<file path="config.mk">
export PLATFORM = sky130hd
export DESIGN_NAME = debug_dumper
export DESIGN_NICKNAME = d
export VERILOG_FILES = /design/src/rtl/debug_dumper.sv
export SDC_FILE = /design/constraint.sdc
export NUM_CORES = 1
export LEC_CHECK = 0
export ABC_AREA = 0
export CAP_MARGIN = 20
export CORE_AREA = 5 5 165 127
export DETAILED_ROUTE_END_ITERATION = 8
export DIE_AREA = 0 0 170 132
export GPL_ROUTABILITY_DRIVEN = 0
export MAX_ROUTING_LAYER = met4
export PLACE_DENSITY = 0.68
export SLEW_MARGIN = 40
export SYNTH_ARGS = -nofsm -noshare
export SYNTH_HDL_FRONTEND = slang
export SYNTH_SLANG_ARGS = --single-unit
</file>
<file path="constraint.sdc">
create_clock -name clk_in -period 4.1 [get_ports clk_in]
set_input_delay 0.615 -clock clk_in [delete_from_list [all_inputs] [get_ports clk_in]]
set_output_delay 0.615 -clock clk_in [all_outputs]
set_load 0.005 [all_outputs]
</file>
<file path="src/rtl/debug_dumper.sv">
// debug_dumper: UART-commanded snapshot dumper.
//   A UART command on debug_uart_rx_in ('S', 'A', or 'D' followed by '0'+n)
//   pulses debug_start, or freezes one or all data_in channels and streams
//   them MSB-byte-first on tx_out, followed by a 0x0A terminator.
// Ports:
//   clk_in           - single clock
//   reset            - asynchronous, active-low reset
//   data_in          - CHANNELS x DATA_WIDTH monitored data, channel n at [n*DATA_WIDTH +: DATA_WIDTH]
//   debug_uart_rx_in - 8N1 command input, idle high
//   tx_out           - 8N1 dump output, idle high
//   debug_start      - one-cycle pulse on the 'S' command
//   busy             - high while a dump is in flight
//   cmd_error        - one-cycle pulse on a framing error or a rejected command
module debug_dumper #(
  parameter int CHANNELS            = 4,
  parameter int DATA_WIDTH          = 24,
  parameter int DIVIDER_TICKS       = 1023,
  parameter int DIVIDER_TICKS_WIDTH = 10
) (
  input  logic                           clk_in,
  input  logic                           reset,
  input  logic [CHANNELS*DATA_WIDTH-1:0] data_in,
  input  logic                           debug_uart_rx_in,
  output logic                           tx_out,
  output logic                           debug_start,
  output logic                           busy,
  output logic                           cmd_error
);

  localparam int NBYTES = DATA_WIDTH / 8;
  localparam logic [DIVIDER_TICKS_WIDTH-1:0] BIT_LAST  = DIVIDER_TICKS_WIDTH'(DIVIDER_TICKS - 1);
  localparam logic [DIVIDER_TICKS_WIDTH-1:0] HALF_LAST = DIVIDER_TICKS_WIDTH'(DIVIDER_TICKS / 2 - 1);
  localparam logic [7:0] BYTE_LAST = 8'(NBYTES - 1);
  localparam logic [3:0] CH_LAST   = 4'(CHANNELS - 1);
  localparam logic [3:0] CH_NUM    = 4'(CHANNELS);

  typedef enum logic [1:0] {R_IDLE, R_START, R_DATA, R_STOP} rx_state_e;
  typedef enum logic {P_IDLE, P_CHAN} p_state_e;
  typedef enum logic [2:0] {T_IDLE, T_LOAD, T_START, T_DATA, T_STOP} tx_state_e;

  logic rx_s1_q, rx_s1_d, rx_s2_q, rx_s2_d, rx_prev_q, rx_prev_d;
  rx_state_e rx_state_q, rx_state_d;
  logic [DIVIDER_TICKS_WIDTH-1:0] rx_cnt_q, rx_cnt_d;
  logic [2:0] rx_bit_q, rx_bit_d;
  logic [7:0] rx_shift_q, rx_shift_d;
  logic rx_valid_q, rx_valid_d;

  p_state_e p_state_q, p_state_d;
  logic debug_start_q, debug_start_d, cmd_error_q, cmd_error_d;

  tx_state_e tx_state_q, tx_state_d;
  logic [DIVIDER_TICKS_WIDTH-1:0] tx_cnt_q, tx_cnt_d;
  logic [2:0] tx_bit_q, tx_bit_d;
  logic [7:0] tx_shift_q, tx_shift_d;
  logic tx_q, tx_d, busy_q, busy_d;
  logic [CHANNELS*DATA_WIDTH-1:0] snap_q, snap_d;
  logic [3:0] ch_q, ch_d, last_ch_q, last_ch_d;
  logic [7:0] bi_q, bi_d;
  logic term_q, term_d;
  logic [3:0] next_ch;
  logic [7:0] next_bi;
  logic next_term;

  // Byte bi (0 = most significant) of snapshot slot ch.
  function automatic logic [7:0] pick_byte(input logic [CHANNELS*DATA_WIDTH-1:0] s,
                                           input logic [3:0] ch, input logic [7:0] bi);
    logic [7:0] r;
    r = '0;
    for (int unsigned c = 0; c < CHANNELS; c++)
      for (int unsigned k = 0; k < NBYTES; k++)
        if (4'(c) == ch && 8'(k) == bi)
          r = s[c*DATA_WIDTH + (NBYTES-1-k)*8 +: 8];
    return r;
  endfunction

  always_comb begin
    rx_s1_d    = debug_uart_rx_in;
    rx_s2_d    = rx_s1_q;
    rx_prev_d  = rx_s2_q;
    rx_state_d = rx_state_q;
    rx_cnt_d   = rx_cnt_q;
    rx_bit_d   = rx_bit_q;
    rx_shift_d = rx_shift_q;
    rx_valid_d = 1'b0;
    p_state_d     = p_state_q;
    debug_start_d = 1'b0;
    cmd_error_d   = 1'b0;
    tx_state_d = tx_state_q;
    tx_cnt_d   = tx_cnt_q;
    tx_bit_d   = tx_bit_q;
    tx_shift_d = tx_shift_q;
    tx_d       = tx_q;
    busy_d     = busy_q;
    snap_d     = snap_q;
    ch_d       = ch_q;
    last_ch_d  = last_ch_q;
    bi_d       = bi_q;
    term_d     = term_q;
    next_ch    = ch_q;
    next_bi    = bi_q;
    next_term  = term_q;

    // Receiver
    unique case (rx_state_q)
      R_IDLE: if (rx_prev_q && !rx_s2_q) begin
        rx_state_d = R_START;
        rx_cnt_d   = '0;
      end
      R_START: if (rx_cnt_q == HALF_LAST) begin
        rx_cnt_d   = '0;
        rx_bit_d   = '0;
        rx_state_d = rx_s2_q ? R_IDLE : R_DATA;
      end else rx_cnt_d = rx_cnt_q + 1'b1;
      R_DATA: if (rx_cnt_q == BIT_LAST) begin
        rx_cnt_d   = '0;
        rx_shift_d = {rx_s2_q, rx_shift_q[7:1]};
        rx_bit_d   = rx_bit_q + 1'b1;
        if (rx_bit_q == 3'd7) rx_state_d = R_STOP;
      end else rx_cnt_d = rx_cnt_q + 1'b1;
      R_STOP: if (rx_cnt_q == BIT_LAST) begin
        rx_cnt_d    = '0;
        rx_state_d  = R_IDLE;
        rx_valid_d  = rx_s2_q;
        cmd_error_d = !rx_s2_q;
      end else rx_cnt_d = rx_cnt_q + 1'b1;
      default: rx_state_d = R_IDLE;
    endcase

    // Transmitter; stop-bit end chains straight into the next start bit
    unique case (tx_state_q)
      T_IDLE: tx_d = 1'b1;
      T_LOAD: begin
        ch_d       = '0;
        bi_d       = '0;
        term_d     = 1'b0;
        tx_shift_d = pick_byte(snap_q, 4'd0, 8'd0);
        tx_d       = 1'b0;
        tx_cnt_d   = '0;
        tx_state_d = T_START;
      end
      T_START: if (tx_cnt_q == BIT_LAST) begin
        tx_cnt_d   = '0;
        tx_bit_d   = '0;
        tx_d       = tx_shift_q[0];
        tx_state_d = T_DATA;
      end else tx_cnt_d = tx_cnt_q + 1'b1;
      T_DATA: if (tx_cnt_q == BIT_LAST) begin
        tx_cnt_d = '0;
        if (tx_bit_q == 3'd7) begin
          tx_d       = 1'b1;
          tx_state_d = T_STOP;
        end else begin
          tx_bit_d   = tx_bit_q + 1'b1;
          tx_shift_d = {1'b0, tx_shift_q[7:1]};
          tx_d       = tx_shift_q[1];
        end
      end else tx_cnt_d = tx_cnt_q + 1'b1;
      T_STOP: if (tx_cnt_q == BIT_LAST) begin
        tx_cnt_d = '0;
        if (term_q) begin
          tx_state_d = T_IDLE;
          busy_d     = 1'b0;
          tx_d       = 1'b1;
        end else begin
          if (bi_q == BYTE_LAST) begin
            next_bi = '0;
            if (ch_q == last_ch_q) next_term = 1'b1;
            else next_ch = ch_q + 1'b1;
          end else next_bi = bi_q + 1'b1;
          ch_d       = next_ch;
          bi_d       = next_bi;
          term_d     = next_term;
          tx_shift_d = next_term ? 8'h0A : pick_byte(snap_q, next_ch, next_bi);
          tx_d       = 1'b0;
          tx_state_d = T_START;
        end
      end else tx_cnt_d = tx_cnt_q + 1'b1;
      default: tx_state_d = T_IDLE;
    endcase

    // Command parser; a dump only starts while TX is idle (busy low)
    if (rx_valid_q) begin
      unique case (p_state_q)
        P_IDLE: begin
          if (rx_shift_q == 8'h53) debug_start_d = 1'b1;
          else if (rx_shift_q == 8'h44) p_state_d = P_CHAN;
          else if (rx_shift_q == 8'h41 && !busy_q) begin
            snap_d     = data_in;
            last_ch_d  = CH_LAST;
            busy_d     = 1'b1;
            tx_state_d = T_LOAD;
          end else cmd_error_d = 1'b1;
        end
        P_CHAN: begin
          p_state_d = P_IDLE;
          if (rx_shift_q[7:4] == 4'h3 && rx_shift_q[3:0] < CH_NUM && !busy_q) begin
            // Single-channel dumps always use snapshot slot 0.
            snap_d = '0;
            for (int unsigned c = 0; c < CHANNELS; c++)
              if (4'(c) == rx_shift_q[3:0])
                snap_d[DATA_WIDTH-1:0] = data_in[c*DATA_WIDTH +: DATA_WIDTH];
            last_ch_d  = '0;
            busy_d     = 1'b1;
            tx_state_d = T_LOAD;
          end else cmd_error_d = 1'b1;
        end
        default: p_state_d = P_IDLE;
      endcase
    end
  end

  always_ff @(posedge clk_in or negedge reset) begin
    if (!reset) begin
      rx_s1_q       <= 1'b1;
      rx_s2_q       <= 1'b1;
      rx_prev_q     <= 1'b1;
      rx_state_q    <= R_IDLE;
      rx_cnt_q      <= '0;
      rx_bit_q      <= '0;
      rx_shift_q    <= '0;
      rx_valid_q    <= 1'b0;
      p_state_q     <= P_IDLE;
      debug_start_q <= 1'b0;
      cmd_error_q   <= 1'b0;
      tx_state_q    <= T_IDLE;
      tx_cnt_q      <= '0;
      tx_bit_q      <= '0;
      tx_shift_q    <= '0;
      tx_q          <= 1'b1;
      busy_q        <= 1'b0;
      snap_q        <= '0;
      ch_q          <= '0;
      last_ch_q     <= '0;
      bi_q          <= '0;
      term_q        <= 1'b0;
    end else begin
      rx_s1_q       <= rx_s1_d;
      rx_s2_q       <= rx_s2_d;
      rx_prev_q     <= rx_prev_d;
      rx_state_q    <= rx_state_d;
      rx_cnt_q      <= rx_cnt_d;
      rx_bit_q      <= rx_bit_d;
      rx_shift_q    <= rx_shift_d;
      rx_valid_q    <= rx_valid_d;
      p_state_q     <= p_state_d;
      debug_start_q <= debug_start_d;
      cmd_error_q   <= cmd_error_d;
      tx_state_q    <= tx_state_d;
      tx_cnt_q      <= tx_cnt_d;
      tx_bit_q      <= tx_bit_d;
      tx_shift_q    <= tx_shift_d;
      tx_q          <= tx_d;
      busy_q        <= busy_d;
      snap_q        <= snap_d;
      ch_q          <= ch_d;
      last_ch_q     <= last_ch_d;
      bi_q          <= bi_d;
      term_q        <= term_d;
    end
  end

  assign tx_out      = tx_q;
  assign debug_start = debug_start_q;
  assign busy        = busy_q;
  assign cmd_error   = cmd_error_q;

endmodule

</file>
==> summary.txt <==
Status
  – Status: completed

Detailed routing
  – Routed WL: roughly 30000 um
  – Number of nets still failing antenna checks after routing: 0
  – Drt drc: 0
  – Via density: between 6 and 7
  – Wire per inst: ~23 um
  – Via count: 8235
  – DRT Pass-1 Iters: 6
  – DR iter-0 viols: roughly 1100

Clocking
  – CTS sink count: 166
  – CTS Hold Buffers Added: 0
  – CTS-repair resized insts: 0
  – Post-CTS Setup Bufs: 0
  – CTS H-tree lvls: 4
  – CTS tree: yes
  – Max Root-Sink Buffers: 2
  – Clk_lat worst skew: 0.44 ns
  – CTS root buffer: clkbuf_16
  – Clock-pin slew of the registers on the worst-case setup and hold paths: 0.07 ns
  – CTS Buf Count: 17

Logic synthesis
  – Number of flops mapped to enable cells by yosys: 0
  – Post-synth net total: ~1100
  – Yosys warning count: 0
  – Ys flop type: dfrtp_1
  – Post-synthesis sequential area ratio: a little under half
  – Synthesized area: 9214 sq um
  – Post-synthesis register bit count: ~170
  – Asr flop ratio synth: 100.0%
  – Cells after Synth: 941
  – Yosys cell types: slightly above 70
  – Syn Area/Cell: between 9 and 10 sq um

STA
  – Final period utilization: around 88%
  – Worst Skew: around 0.014 ns
  – Tmin final: approximately 3.6 ns
  – Fin. max-slew vios: 0
  – Unrepaired setup endpoints after global routing: no
  – TNS Setup: 0 ns
  – Slew headroom: a little under half
  – Hold Violations, Final: 0
  – FMAX: approximately 0.28 GHz
  – # setup viols final: 0
  – Worst-Margin Slew: 0.7980 ns

Critical path
  – CP max-delay cell: a221o_1
  – Reg2reg end: tx_shift_q[3]
  – Worst setup path class: reg2reg
  – CP Cell Sequence: inv_1, ha_1, nor3b_1, nand2_1, a221o_1, or3_1, nor2_1, a21boi_0, a41oi_1, o211a_1
  – FF-to-FF setup slack: ~0.49 ns
  – Crit path max fanout: 13
  – Critical Path RT: ~4.5 ns
  – Worst setup SP type: flop
  – WP buf/inv: 1
  – Worst EP arrival: 3.98 ns
  – R2R Path Start: bi_q[0]
  – Worst Setup End Kind: flop
  – Crit-path max cell delay: slightly below 0.6 ns
  – Cell family with most CP delay: simple AND/OR/NAND/NOR gates
  – Worst reg2reg path depth: 10
  – Crit path from: bi_q[0]

Place
  – Buffers on Ports: 102
  – Hpwl dp: 21720 um

Flow run
  – Max-Cap Viols: 0

Global routing
  – Vias in the first global route: 7800
  – Initial antenna violation count: 1
  – Largest net degree at the start of global routing: slightly above 90
  – First-pass GRT wire length: 45260 um
  – GRT overflow: 0
  – Total track usage: a little over a quarter

Die
  – Die Ht: roughly 130 um
  – Initial core utilization: about half
  – Row count: 44
  – Core area: roughly 19000 sq um
  – I/O Pins: about 100
  – Die width: 170 um
  – Die footprint: roughly 22000 sq um

Finish
  – FF/Latch Area: 4160 sq um
  – Nets: 1120
  – Fillcell total: between 1500 and 2000
  – Area delta synth->final: 20.14%
  – Share of post-route cells with drive strength above 1: about a tenth
  – Area of the multi-input gates: approximately 4700 sq um

Pwr
  – Peak supply drop: 0.2295 mV
  – Pleak: around 4.7 nW
  – Total power: 3.693 mW
  – Pwr Density: 333.6 nW/um^2

Worst hold path
  – HP Class: in2async
-- flip-flops by register name, summed over array words and instances, names as in the netlist, 3 cells and up, named ones only --
| register | flops |
|---|---|
| rx_bit_q | 3 |
| snap_q | 96 |
| tx_cnt_q | 10 |
| tx_shift_q | 8 |
| ch_q | 4 |
| rx_shift_q | 8 |
| tx_bit_q | 3 |
| bi_q | 8 |
| tx_state_q | 3 |
| rx_cnt_q | 10 |
-- cell families after synthesis --
kind of cell	count (synthesis)	synth area share (%)
buf+inv	84	3.639
compound gates	343	25.81
simple gates	297	16.25
flops	166	45.14
mux	36	7.279
fa+ha+maj	11	1.494
xor+xnor	4	0.3803
-- placed cells by master, fill, tap and decap left out, types with 14 or more instances in the layout --
| master | n |
|---|---|
| clkdlybuf4s50_1 | 101 |
| nor2_1 | 49 |
| a31oi_1 | 15 |
| clkbuf_16 | 17 |
| a21oi_1 | 45 |
| o21ai_0 | 102 |
| inv_1 | 16 |
| mux4_2 | 24 |
| nor3_1 | 14 |
| buf_4 | 14 |
| nand3_1 | 28 |
| nand2_1 | 94 |
| a22o_1 | 76 |
| a22oi_1 | 18 |
| nand2b_1 | 15 |
| dfrtp_1 | 161 |
| nor2b_1 | 29 |
-- cell usage after synthesis (all sizes together), types with 3 or more instances --
cell type	count	area, sq um
o221a	3	33.78
o2111ai	4	52.56
a31oi	15	93.84
ha	11	137.6
a21o	4	30.03
o41ai	5	43.79
a22oi	18	135.1
o21ai	104	520.5
a21boi	3	22.52
or3	8	50.05
and3	10	62.56
inv	16	60.06
or4	4	33.78
o22ai	8	50.05
and2	9	56.30
nand2	94	352.8
clkbuf	59	221.5
nor2b	29	181.4
a211oi	7	52.55
dfrtp	162	4054
a32o	3	30.03
a21oi	45	225.2
nor2	49	183.9
mux4	24	540.5
mux2	8	90.09
a221o	4	40.04
o31ai	12	100.1
a22o	76	665.6
or2	4	25.03
nand3	29	145.1
buf	9	53.80
nand3b	3	22.52
nor4	8	50.05
nor3	19	121.4
a221oi	10	87.58
mux2i	4	40.04
nand2b	15	93.84
nand4	9	56.30
dfstp	4	105.1
-- through the flow --
stage                     std cells  area (sq um)  utilization [%]  setup slack [ns]  hold slack, ns
final                          1277         11070            57.94            0.4851          0.1799
after global routing           1277         11070            57.94            0.2754          0.2482
after CTS                      1276         11070            57.93            0.5942          0.2233
after detailed placement       1244         10460            54.73            0.6188          0.3476
after global placement         1244         10440            54.66            0.7434          0.3465
after floorplan                 941          9214                -            0.8066          0.3194
-- report_power, final --
group	internal [mW]	switching, mW
logic	0.173	0.164
clock network	0.874	0.772
registers	1.67	0.0444
-- metal layers --
layer	track usage, %	wire length [um]
met3	9.952	3202
met2	34.51	11580
met1	39.51	13630
met5	-	0
met4	6.962	761
-- area by class of cell --
type	count	area share, %
timing repair buffer	118	10.58
tap	253	2.860
clock inverter	15	1.684
sequential	166	37.58
antenna	1	0.02261
clock buffer	17	3.843
inverter	16	0.5426
multi-input combinational	691	42.88
-- worst max path at each step --
stage                          endpoint  slack (ns)  cells past startpoint
after CTS                 tx_shift_q[3]        0.59                      8
after detailed placement  tx_shift_q[3]        0.62                      8
final                     tx_shift_q[3]        0.49                     10
after floorplan           tx_shift_q[0]        0.81                     13
after global placement    tx_shift_q[3]        0.74                      8
after global routing      tx_shift_q[3]        0.28                     10
Power figures use the tool's default switching activity.
